==> src/rtl/ula_defs.sv <==
// ula_defs: shared definitions for the RPN ULA datapath (operand width, FSM encodings).
// Rev 1.0
`default_nettype none

package ula_defs;

  localparam int LARGURA_PADRAO = 8;

  typedef enum logic [1:0] {
    OCIOSO     = 2'b00,
    SUBTRAINDO = 2'b01,
    CONCLUIDO  = 2'b10
  } estado_t;

endpackage

`default_nettype wire

==> src/rtl/subtrator8bits.sv <==
// subtrator8bits: ripple-borrow subtractor, Diferenca = X - Y, Borrow = 1 when X < Y.
// Rev 1.0
`default_nettype none

module subtrator8bits
  import ula_defs::*;
#(
  parameter int LARGURA = LARGURA_PADRAO
) (
  input  logic [LARGURA-1:0] X,
  input  logic [LARGURA-1:0] Y,
  output logic [LARGURA-1:0] Diferenca,
  output logic               Borrow
);

  logic [LARGURA:0] borrow_chain;

  assign borrow_chain[0] = 1'b0;

  generate
    for (genvar i = 0; i < LARGURA; i++) begin : g_bit
      assign Diferenca[i]       = X[i] ^ Y[i] ^ borrow_chain[i];
      assign borrow_chain[i+1]  = (~X[i] & Y[i]) | (~(X[i] ^ Y[i]) & borrow_chain[i]);
    end
  endgenerate

  assign Borrow = borrow_chain[LARGURA];

endmodule

`default_nettype wire

==> src/rtl/divisor8x8.sv <==
// divisor8x8: sequential unsigned divider by repeated subtraction with START/Pronto handshake.
// Rev 1.0
`default_nettype none

module divisor8x8
  import ula_defs::*;
#(
  parameter int LARGURA = LARGURA_PADRAO
) (
  input  logic               CLOCK,
  input  logic               RESET,
  input  logic               START,
  input  logic [LARGURA-1:0] A,
  input  logic [LARGURA-1:0] B,
  output logic [LARGURA-1:0] Quociente,
  output logic [LARGURA-1:0] Resto,
  output logic               DivZero,
  output logic               Pronto
);

  estado_t            state, state_nxt;
  logic [LARGURA-1:0] divisor, divisor_nxt;
  logic [LARGURA-1:0] resto, resto_nxt;
  logic [LARGURA-1:0] quoc, quoc_nxt;
  logic               div_zero, div_zero_nxt;
  logic [LARGURA-1:0] diferenca;
  logic               borrow;

  // The borrow-out doubles as the Resto >= Divisor comparison.
  subtrator8bits #(.LARGURA(LARGURA)) u_sub (
    .X         (resto),
    .Y         (divisor),
    .Diferenca (diferenca),
    .Borrow    (borrow)
  );

  always_comb begin
    state_nxt    = state;
    divisor_nxt  = divisor;
    resto_nxt    = resto;
    quoc_nxt     = quoc;
    div_zero_nxt = div_zero;
    if (START) begin
      divisor_nxt = B;
      resto_nxt   = A;
      if (B == '0) begin
        div_zero_nxt = 1'b1;
        quoc_nxt     = '1;
        state_nxt    = CONCLUIDO;
      end else begin
        div_zero_nxt = 1'b0;
        quoc_nxt     = '0;
        state_nxt    = SUBTRAINDO;
      end
    end else begin
      case (state)
        SUBTRAINDO: begin
          if (!borrow) begin
            resto_nxt = diferenca;
            quoc_nxt  = quoc + LARGURA'(1);
          end else begin
            state_nxt = CONCLUIDO;
          end
        end
        CONCLUIDO: state_nxt = CONCLUIDO;
        default:   state_nxt = OCIOSO;
      endcase
    end
  end

  always_ff @(posedge CLOCK or negedge RESET) begin
    if (!RESET) begin
      state    <= OCIOSO;
      divisor  <= '0;
      resto    <= '0;
      quoc     <= '0;
      div_zero <= 1'b0;
    end else begin
      state    <= state_nxt;
      divisor  <= divisor_nxt;
      resto    <= resto_nxt;
      quoc     <= quoc_nxt;
      div_zero <= div_zero_nxt;
    end
  end

  assign Quociente = quoc;
  assign Resto     = resto;
  assign DivZero   = div_zero;
  assign Pronto    = (state == CONCLUIDO);

endmodule

`default_nettype wire

==> config.mk <==
export PLATFORM = sky130hd
export DESIGN_NAME = divisor8x8
export DESIGN_NICKNAME = d
export VERILOG_FILES = /design/src/rtl/ula_defs.sv /design/src/rtl/subtrator8bits.sv /design/src/rtl/divisor8x8.sv
export SDC_FILE = /design/constraint.sdc
export NUM_CORES = 1
export LEC_CHECK = 0
export BUFFER_PORTS_ARGS = -buffer_cell sky130_fd_sc_hd__buf_2
export CORE_MARGIN = 2
export CORE_UTILIZATION = 47
export CTS_BUF_LIST = sky130_fd_sc_hd__clkbuf_16
export DETAILED_ROUTE_END_ITERATION = 10
export PLACE_DENSITY = 0.73
export SYNTH_ARGS = -nofsm -noshare
export SYNTH_HDL_FRONTEND = slang
export SYNTH_SLANG_ARGS = --single-unit
==> constraint.sdc <==
create_clock -name CLOCK -period 4.05 [get_ports CLOCK]
set_input_delay 0.2025 -clock CLOCK [delete_from_list [all_inputs] [get_ports CLOCK]]
set_output_delay 0.2025 -clock CLOCK [all_outputs]
set_load 0.01 [all_outputs]
After elaboration in Yosys (flattened, before gate mapping)
Index checks and enable logic that the tools add are counted.
{"block": "totals", "regBits": 27, "inputBits": 19, "out_inout_bits": 18, "wordCells": 77}
{"block": "classes", "addsub": 1, "eq_ne": 4, "mux": 12, "n_bitwise": 52, "reduce_logical": 3}
{"op": "2-to-1 mux 8 bit", "n": 7}
{"op": "AND 1 bit", "n": 15}
{"op": "NOT 1 bit", "n": 15}
{"op": "XOR 1 bit", "n": 15}
{"op": "adder 8 x 1 -> 8 bit, second input constant", "n": 1}
{"op": "logical NOT 8 bit", "n": 1}
{"op": "OR 1 bit", "n": 7}
{"op": "2-to-1 mux 2 bit", "n": 3}
{"op": "one-hot mux 2 bit (2 select lines)", "n": 1}
{"op": "inequality test 3 bit, second input constant", "n": 1}
{"op": "== test 2 x 1 -> 1 bit, second input constant", "n": 1}
{"op": "== test 2 bit, second input constant", "n": 1}
{"op": "inequality test 2 bit, second input constant", "n": 1}
{"op": "AND reduction 2 bit", "n": 1}
{"op": "nonzero test 2 bit", "n": 1}
{"op": "2-to-1 mux 1 bit", "n": 1}

Longest topological paths before layout
Gate-level depths: netlist (run 1).
{"block": "depth", "word_depth": 19, "depth_mapped": 13, "ltp_nobuf": 12}

Modules after synthesis
Synthesis (run 1) repeated with hierarchy kept, for this count alone.
{"block": "hier_totals", "hier_cells": 149, "area_unflattened_um2": 1557.7}
{"module": "divisor8x8", "instances": 1, "cells_per_inst": 123, "area_per_inst_um2": 1337.5, "seq_area_each_um2": 675.6}
{"module": "subtrator8bits", "instances": 1, "cells_per_inst": 26, "area_per_inst_um2": 220.2, "seq_area_each_um2": 0.0}

Least setup slack after synthesis (run 1)
OpenSTA, ideal clock, no wires.
{"block": "synth_path", "path_kind": "register to register", "from": "reg resto[0] (netlist: Resto[0])", "to": "reg quoc[7] (netlist: Quociente[7])", "setup_time_ps": 82, "arrival_ps": 4208, "required_ps": 3968, "path_slack_ps": -241, "stages_incl_launch_ff": 13, "path_buffers": 0, "period_less_slack_ps": 4291, "path_cell_list": "dfrtp_1 > inv_1 > ha_1 > fa_1 > fa_1 > fa_1 > fa_1 > fa_1 > fa_1 > fa_1 > nand4b_2 > or4_1 > a31oi_1"}
{"block": "synth_between", "elab_chain_len": 18}
{"item": "from (decl)", "line": "divisor8x8.sv:23", "text": "logic [LARGURA-1:0] resto, resto_nxt;"}
{"item": "from (signal assigned)", "line": "divisor8x8.sv:81", "text": "resto <= resto_nxt;"}
{"item": "NOT 1 bit", "line": "subtrator8bits.sv:23", "text": "assign borrow_chain[i+1] = (~X[i] & Y[i]) | (~(X[i] ^ Y[i]) & borrow_chain[i]);"}
{"item": "AND 1 bit (2 in series)", "line": "subtrator8bits.sv:23"}
{"item": "OR 1 bit", "line": "subtrator8bits.sv:23"}
{"item": "AND 1 bit", "line": "subtrator8bits.sv:23"}
{"item": "OR 1 bit", "line": "subtrator8bits.sv:23"}
{"item": "AND 1 bit", "line": "subtrator8bits.sv:23"}
{"item": "OR 1 bit", "line": "subtrator8bits.sv:23"}
{"item": "AND 1 bit", "line": "subtrator8bits.sv:23"}
{"item": "OR 1 bit", "line": "subtrator8bits.sv:23"}
{"item": "AND 1 bit", "line": "subtrator8bits.sv:23"}
{"item": "OR 1 bit", "line": "subtrator8bits.sv:23"}
{"item": "AND 1 bit", "line": "subtrator8bits.sv:23"}
{"item": "OR 1 bit", "line": "subtrator8bits.sv:23"}
{"item": "AND 1 bit", "line": "subtrator8bits.sv:23"}
{"item": "OR 1 bit", "line": "subtrator8bits.sv:23"}
{"item": "inequality test 2 bit (no line)"}
{"item": "AND reduction 2 bit (no line)"}
{"item": "to (signal assigned)", "line": "divisor8x8.sv:82", "text": "quoc <= quoc_nxt;"}
{"item": "to (decl)", "line": "divisor8x8.sv:24", "text": "logic [LARGURA-1:0] quoc, quoc_nxt;"}
No other way between the ends.
A chain may end at the register's enable or synchronous reset.

Worst setup path after layout (run 1)
Same ends and word-level chain as after synthesis.

==> results of run 1 <==
==> report_power, final <==
part           leakage (µW)  total, µW  switching (µW)  internal (µW)
Sequential         0.000329        327            25.9            301
Combinational      0.000476        223             110            113
Clock             0.0000423        221            89.1            132
==> state kept, by name, indices dropped and copies added, names as in the netlist <==
name,count
Resto,8
divisor,8
DivZero,1
state,2
Quociente,8
==> worst paths after layout <==
| path | from | end | slack (ns) | depth (start not counted) |
|---|---|---|---|---|
| hold / removal | A[4] | Resto[4]$_DFFE_PN0P_ | 0.15 | 3 |
| max in group asynchronous | RESET | Quociente[2]$_DFFE_PN0P_ | 3.18 | 2 |
| setup / recovery | Resto[0]$_DFFE_PN0P_ | Quociente[7]$_DFFE_PN0P_ | 0.05 | 12 |
| setup reg to reg | Resto[0]$_DFFE_PN0P_ | Quociente[7]$_DFFE_PN0P_ | 0.05 | 12 |
| min in group asynchronous | RESET | state[1]$_DFFE_PN0P_ | 0.48 | 2 |
| hold reg to reg | DivZero$_DFFE_PN0P_ | DivZero$_DFFE_PN0P_ | 0.52 | 2 |
==> per-stage QoR <==
| stage | hold WS, ns | total power [µW] | TNS, ns | setup WS, ns | instance area [µm²] |
|---|---|---|---|---|---|
| finish | 0.1536 | 771.4 | 0 | 0.04968 | 1822 |
| detailed placement | 0.2461 | 547.3 | -0.006558 | -0.006558 | 1699 |
| CTS | 0.1529 | 771.8 | 0 | 0.01964 | 1790 |
| floorplan | -0.09309 | 472.3 | 0 | 0.01278 | 1486 |
| global placement | 0.2342 | 536.4 | 0 | 0.04827 | 1699 |
| global route | 0.1692 | 826.6 | -0.2220 | -0.07457 | 1822 |
==> critical path, delay by kind of cell (launching register included) <==
| kind | cells | cell delay, ns |
|---|---|---|
| AND/OR/NAND/NOR | 2 | 0.73 |
| flip-flops | 1 | 0.37 |
| adder cells (fa/ha/maj) | 8 | 2.63 |
| AO/OA/AOI/OAI | 1 | 0.14 |
| buffers and inverters | 1 | 0.06 |
==> cell usage in the layout (no fill, tap or decap), drive strengths merged <==
cell type    count
and2             1
nand3b           1
nand2           12
nor3             1
a31oi            5
and2b            1
dlygate4sd3      1
xnor2            1
dfrtp           27
a211oi           1
and4             1
or4              2
a31o             1
nor4             2
mux2            16
buf             40
nor2             1
o21ai           11
xor2             1
clkbuf           3
ha               4
clkinv           1
or3              2
and4b            1
o31ai            3
a21oi            3
fa               7
nand2b           1
nand4b           1
nand3            3
inv             13
==> routing by layer <==
metal,wire [µm],part of all wire,global-route usage,up-vias
li1,-,-,-,524
met1,1284,0.43,0.2437,540
met2,1556,0.52,0.3261,32
met3,114,0.038,0.04329,7
met4,60,0.020,0.08889,0
met5,0,0,0,-
==> area by class of cell <==
class                   instances  share of cell area
clock buffers                   3             0.04121
flip-flops and latches         27              0.3709
clock inverters                 1            0.002060
repair buffers                 41              0.1209
inverters                      13             0.02679
multi-input cells              83              0.4155
well taps                      33             0.02266
==> cell families (layout without fill, tap and decap cells) <==
family / count (synthesis) / count (layout) / share of synthesized area
compound gates: 24 / 24 / 0.09838
xor+xnor: 2 / 2 / 0.01198
fa+ha+maj: 11 / 11 / 0.1300
mux: 16 / 16 / 0.1232
flops: 27 / 27 / 0.4619
simple gates: 30 / 30 / 0.1197
buf+inv: 18 / 58 / 0.05474
==> what timing repair did <==
action,CTS,global route
hold endpoints to repair,27,0
resized for setup,1,6
hold buffers,1,0
buffers inserted,0,1
cloned,0,0
pin swaps,0,2
setup endpoints to repair,2,12
==> impl_metrics.csv, run 1 <==
group,metric,value,unit
sta,grt_setup_unrepaired,"true",
sta,final_period_minus_worst_setup_slack,4.000,ns
layout,multi_input_comb_area,757.0,µm²
floorplanning,die_height,59.79,µm
clock_network,cts.reportedPaths.clkPinSlew,0.06,ns
sta,max_slew_violation_count,0,
clock_network,worst_skew_pair.late_latency,0.26,ns
drt,dr.pass1.iters,4,
drt,routed_wirelength,3.015,mm
logic_synthesis,syn_avg_cell_area,11.43,µm²
power,ir_drop,0.2864,mV
critical_path,cp_slowest_stage_delay,0.52,ns
critical_path,timing.critical_path.from_type,"flip-flop",
logic_synthesis,yosysWarningCount,0,
flow_run,drv_cap,0,
drt,initialDrtViolationCount,57,
grt,grt_overflow,0,
logic_synthesis,synthArstFlopShare,1.000,
floorplanning,die-area,3574,µm²
logic_synthesis,synth.distinct_cells,33,
power,powerDensity,423.4,nW/µm²
critical_path,worstPathRequired,4.23,ns
sta,setup_viol,0,
drt,post_drt_antenna_nets,0,
sta,finClkSkew,0.002090,ns
grt,grt_antenna_before_repair,0,
logic_synthesis,synth-edff-count,0,
critical_path,crit_path_cell_trace,"inv_2 > ha_4 > fa_2 > fa_2 > fa_2 > fa_2 > fa_2 > fa_2 > fa_2 > nand4b_4 > or4_1 > a31oi_1",
logic_synthesis,synth-seq-cells,27,
drt,dr_total_vias,1103,
critical_path,crit_path_max_fanout,5,
sta,period_share,0.9877,
logic_synthesis,synthDominantCellAreaShare,0.4619,
clock_network,clock_path_buffers,2,
power,power.leakage,0.0008470,µW
layout,post-route-util,0.6067,
grt,grtUsageTotal,0.1965,
run_status,run_status,"complete, no violations",
critical_path,worst_setup_path_end_kind,"flip-flop",
floorplanning,num_io_pins,37,
grt,largest_net_degree_at_the_start_of_global_routing,30,
clock_network,cts-root-buf,"sky130_fd_sc_hd__clkbuf_16",
layout,drive_above_1_share,0.4524,
grt,first_global_vias,1094,
worst_hold_path,timing.hold.worst.class,"input port to flip-flop",
clock_network,clock_tree_from_tritoncts,"yes",
drt,avgRoutedWirePerCell,15.00,µm
sta,worst-slew-pin-transition,0.6005,ns
critical_path,path_class,"flip-flop to flip-flop",
logic_synthesis,post_synth_inst_count,128,
floorplanning,floorplan.rows,20,
layout,areaGrowthSynthToFinish,24.55,%
layout,finish.net_count,199,
placement,finalWeightedCongestion,0.8164,
critical_path,critical_path.most_common_cell,"sky130_fd_sc_hd__fa_2",
logic_synthesis,net_count_after_synthesis,158,
logic_synthesis,ys_dominant_reg_cell,"sky130_fd_sc_hd__dfrtp_1",
floorplanning,initial_core_util,0.4871,
logic_synthesis,synth.cells.most_frequent,"sky130_fd_sc_hd__dfrtp_1 (27), sky130_fd_sc_hd__mux2_2 (16), sky130_fd_sc_hd__inv_1 (12), sky130_fd_sc_hd__nand2_1 (12), sky130_fd_sc_hd__o21ai_0 (11)",
clock_network,cts.htree.levels,1,
drt,drc,0,
drt,drt-vias-per-instance,5.488,
sta,finalHoldViolCount,0,
layout,antenna_cells,0,
clock_network,tritoncts.num_buffers,3,
logic_synthesis,mappedNetlistArea,1463,µm²
logic_synthesis,yosysMostFrequentCell,"sky130_fd_sc_hd__dfrtp_1",
critical_path,cp_data_arrival_time,4.18,ns
placement,placedCellCount,195,
sta,timing.slew.headroom,0.5997,
layout,final_cells,201,
logic_synthesis,yosysSeqAreaShare,0.4619,
layout,seq_area,675.6,µm²
layout,fillers,256,
grt,grt_first_pass_wirelength,5.092,mm
critical_path,cpMaxStageDelayCell,"sky130_fd_sc_hd__or4_1",
logic_synthesis,synth.area.top_cells,"sky130_fd_sc_hd__dfrtp_1 (46%), sky130_fd_sc_hd__mux2_2 (12%), sky130_fd_sc_hd__fa_1 (9.6%), sky130_fd_sc_hd__o21ai_0 (3.8%), sky130_fd_sc_hd__ha_1 (3.4%)",
placement,dpl.hpwl,2.236,mm
logic_synthesis,yosys.area.top_type,"sky130_fd_sc_hd__dfrtp_1",
placement,number_of_buffer_cells_added_on_primary_ports,36,
floorplanning,placeableCoreArea,3003,µm²
sta,max_clock_freq,0.2500,GHz
floorplanning,die_width,59.79,µm
clock_network,cts.sink_count,27,
Note: power is estimated with default switching activity, not from simulation.
==> inputs of run 2 (changes only) <==
--- a/config.mk
+++ b/config.mk
@@ -5,6 +5,7 @@
 export SDC_FILE = /design/constraint.sdc
 export NUM_CORES = 1
 export LEC_CHECK = 0
+export ABC_AREA = 1
 export BUFFER_PORTS_ARGS = -buffer_cell sky130_fd_sc_hd__buf_2
 export CORE_MARGIN = 2
 export CORE_UTILIZATION = 47
==> constraint.sdc (replaced) <==
create_clock -name CLOCK -period 4.05 [get_ports CLOCK]
set_input_delay 1.0125 -clock CLOCK [delete_from_list [all_inputs] [get_ports CLOCK]]
set_output_delay 1.0125 -clock CLOCK [all_outputs]
set_load 0.01 [all_outputs]
==> impl_metrics.csv, run 2 <==
group,metric,value,unit
drt,met3_wirelength,116,µm
layout,finish.net_count,238,
clock_network,cts-root-buf,"sky130_fd_sc_hd__clkbuf_16",
grt,grtUsageTotal,0.2042,
clock_network,worst_skew_pair.late_latency,0.26,ns
critical_path,critical_path.most_common_cell,"sky130_fd_sc_hd__fa_1",
grt,largest_net_degree_at_the_start_of_global_routing,29,
drt,initialDrtViolationCount,80,
grt,grt_first_pass_wirelength,5.609,mm
logic_synthesis,synth.area.top_cells,"sky130_fd_sc_hd__dfrtp_1 (45%), sky130_fd_sc_hd__nand2_1 (14%), sky130_fd_sc_hd__fa_1 (9.4%), sky130_fd_sc_hd__inv_1 (4.3%), sky130_fd_sc_hd__o211ai_1 (4.0%)",
power,powerDensity,522.8,nW/µm²
drt,drt-vias-per-instance,4.924,
floorplanning,initial_core_util,0.4934,
floorplanning,die_height,60.38,µm
layout,post-route-util,0.6000,
clock_network,clock_tree_from_tritoncts,"yes",
sta,timing.slew.headroom,0.5960,
clock_network,clock_path_buffers,2,
drt,post_drt_antenna_nets,0,
layout,layout.cells.most_common,"sky130_fd_sc_hd__nand2_1",
logic_synthesis,post_synth_inst_count,168,
logic_synthesis,synthDominantCellAreaShare,0.4523,
sta,max_slew_violation_count,0,
placement,finalWeightedCongestion,0.8052,
logic_synthesis,ys_dominant_reg_cell,"sky130_fd_sc_hd__dfrtp_1",
critical_path,cp_data_arrival_time,4.05,ns
grt,grt_overflow,0,
drt,routed_wirelength,3.279,mm
layout,drive_above_1_share,0.2657,
clock_network,cts.hold.buffers_added,0,
layout,areaGrowthSynthToFinish,21.61,%
critical_path,worstPathRequired,4.23,ns
critical_path,crit_path_cell_trace,"inv_1 > ha_1 > fa_1 > fa_2 > fa_2 > fa_2 > fa_1 > fa_1 > fa_1 > inv_1 > nand2_2 > nand2_4 > buf_4 > o21ai_0 > o22ai_1",
layout,antenna_cells,0,
drt,route.layer.met1.wl,1.473,mm
flow_run,drv_cap,0,
critical_path,path_class,"flip-flop to flip-flop",
logic_synthesis,syn_avg_cell_area,8.892,µm²
clock_network,cts.sink_count,27,
sta,final_period_minus_worst_setup_slack,3.868,ns
logic_synthesis,synthArstFlopShare,1.000,
placement,detailed_place.area,1707,µm²
floorplanning,num_io_pins,37,
drt,met2_length,1.675,mm
drt,topRoutingLayerUsed,"met4",
sta,fin_tns_setup,0,ns
sta,grt_setup_unrepaired,"false",
critical_path,critPathTopFamily,"adder cells",
power,ir_drop,0.1802,mV
grt,grt_antenna_before_repair,0,
layout,top_library_cells_by_usage_in_the_layout_fill_and_taps_aside,"sky130_fd_sc_hd__nand2_1 (53), sky130_fd_sc_hd__buf_2 (37), sky130_fd_sc_hd__dfrtp_1 (27)",
critical_path,worst_setup_path_end_kind,"flip-flop",
logic_synthesis,net_count_after_synthesis,198,
layout,design_area,1817,µm²
sta,worst-slew-pin-transition,0.6060,ns
drt,dr_total_vias,1236,
drt,avgRoutedWirePerCell,13.06,µm
grt,first_global_vias,1232,
sta,setup_viol,0,
floorplanning,floorplan.rows,20,
clock_network,cts.reportedPaths.clkPinSlew,0.07,ns
floorplanning,die-area,3646,µm²
logic_synthesis,yosysSeqAreaShare,0.4523,
critical_path,cp_slowest_stage_delay,0.39,ns
logic_synthesis,synth-edff-count,0,
critical_path,cpMaxStageDelayCell,"sky130_fd_sc_hd__fa_1",
sta,finalHoldViolCount,0,
sta,finClkSkew,0.004082,ns
logic_synthesis,synth.cells.most_frequent,"sky130_fd_sc_hd__nand2_1 (54), sky130_fd_sc_hd__dfrtp_1 (27), sky130_fd_sc_hd__inv_1 (17), sky130_fd_sc_hd__o21ai_0 (11), sky130_fd_sc_hd__nor2_1 (10)",
logic_synthesis,mappedNetlistArea,1494,µm²
critical_path,crit_path_max_fanout,5,
critical_path,timing.critical_path.buf_inv,3,
clock_network,cts.htree.levels,1,
floorplanning,placeableCoreArea,3028,µm²
drt,drc,0,
placement,number_of_buffer_cells_added_on_primary_ports,36,
drt,dr.pass1.iters,4,
clock_network,tritoncts.num_buffers,3,
logic_synthesis,synth.distinct_cells,24,
logic_synthesis,yosysWarningCount,0,
power,power.leakage,0.0009543,µW
floorplanning,die_width,60.38,µm
placement,dpl.hpwl,2.400,mm
worst_hold_path,timing.hold.worst.class,"flip-flop to flip-flop",
sta,period_share,0.9552,
logic_synthesis,yosysMostFrequentCell,"sky130_fd_sc_hd__nand2_1",
sta,max_clock_freq,0.2585,GHz
logic_synthesis,synth-seq-cells,27,
run_status,run_status,"complete, no violations",
critical_path,timing.critical_path.from_type,"flip-flop",
logic_synthesis,yosys.area.top_type,"sky130_fd_sc_hd__dfrtp_1",
-- run 2: changes by cell type after synthesis, sizes merged, moves of 5 or more --
cell    change
a31oi       -5
inv         +7
mux2       -16
nand2      +44
nor2       +11
o211ai      +8
-- run 2: stage by stage --
step	total power, µW	hold WS [ns]	setup slack [ns]	instances
2_1_floorplan	596.4	0.4459	0.1143	168
3_3_place_gp	702.5	0.4646	0.06190	245
3_5_place_dp	716.7	0.4660	-0.005347	245
4_1_cts	947.1	0.4838	0.02687	251
5_1_grt	1032	0.5060	0.02258	251
6_report	949.8	0.4803	0.1816	251
-- run 2: power breakdown --
| group | total, µW | switching [µW] | internal, µW |
|---|---|---|---|
| sequential | 375 | 46.5 | 328 |
| combinational | 358 | 205 | 153 |
| clock | 217 | 85.3 | 132 |
-- run 2: final timing paths --
check / depth (start not counted) / start / slack (ns) / to
min in group asynchronous: 1 / RESET / 0.76 / Quociente[7]$_DFFE_PN0P_
max in group asynchronous: 1 / RESET / 2.89 / state[1]$_DFFE_PN0P_
worst min register to register: 2 / DivZero$_DFFE_PN0P_ / 0.48 / DivZero$_DFFE_PN0P_
worst max register to register: 15 / Resto[0]$_DFFE_PN0P_ / 0.18 / Quociente[1]$_DFFE_PN0P_
worst min-delay path: 2 / DivZero$_DFFE_PN0P_ / 0.48 / DivZero$_DFFE_PN0P_
worst max-delay path: 15 / Resto[0]$_DFFE_PN0P_ / 0.18 / Quociente[1]$_DFFE_PN0P_
-- run 2: kinds of logic after synthesis --
kind of cell	after synthesis	share of synthesized area
buf+inv	25	0.08124
compound gates	28	0.1206
xor+xnor	2	0.01173
flops	27	0.4523
fa+ha+maj	11	0.1273
simple gates	75	0.2069
-- run 2: area by class of cell --
type / count / area [µm²]
well taps: 44 / 55.05
flip-flops and latches: 27 / 675.6
repair buffers: 41 / 219.0
inverters: 19 / 76.32
clock buffers: 3 / 75.07
clock inverters: 1 / 3.754
multi-input cells: 116 / 711.9
fillers: 262 / 1211
-- run 2: worst reg2reg max path, stage by stage (launching register included) --
cell	delay [ns]
sky130_fd_sc_hd__dfrtp_1	0.34
sky130_fd_sc_hd__inv_1	0.05
sky130_fd_sc_hd__ha_1	0.20
sky130_fd_sc_hd__fa_1	0.38
sky130_fd_sc_hd__fa_2	0.35
sky130_fd_sc_hd__fa_2	0.34
sky130_fd_sc_hd__fa_2	0.34
sky130_fd_sc_hd__fa_1	0.39
sky130_fd_sc_hd__fa_1	0.39
sky130_fd_sc_hd__fa_1	0.38
sky130_fd_sc_hd__inv_1	0.08
sky130_fd_sc_hd__nand2_2	0.09
sky130_fd_sc_hd__nand2_4	0.11
sky130_fd_sc_hd__buf_4	0.13
sky130_fd_sc_hd__o21ai_0	0.08
sky130_fd_sc_hd__o22ai_1	0.14
-- run 2: what timing repair did --
item / 4_1_cts / 5_1_grt
setup buffers: 1 / 0
gates resized for setup: 2 / 4
cloned: 1 / 0
hold endpoints to repair: 0 / 0
endpoints found under the setup margin: 5 / 18
pin swaps: 0 / 0
-- run 2: per-layer routing --
layer / up-vias / global-route usage
met5: - / 0
met2: 38 / 0.3509
met3: 2 / 0.02559
li1: 615 / -
met1: 581 / 0.2807
met4: 0 / 0.04127
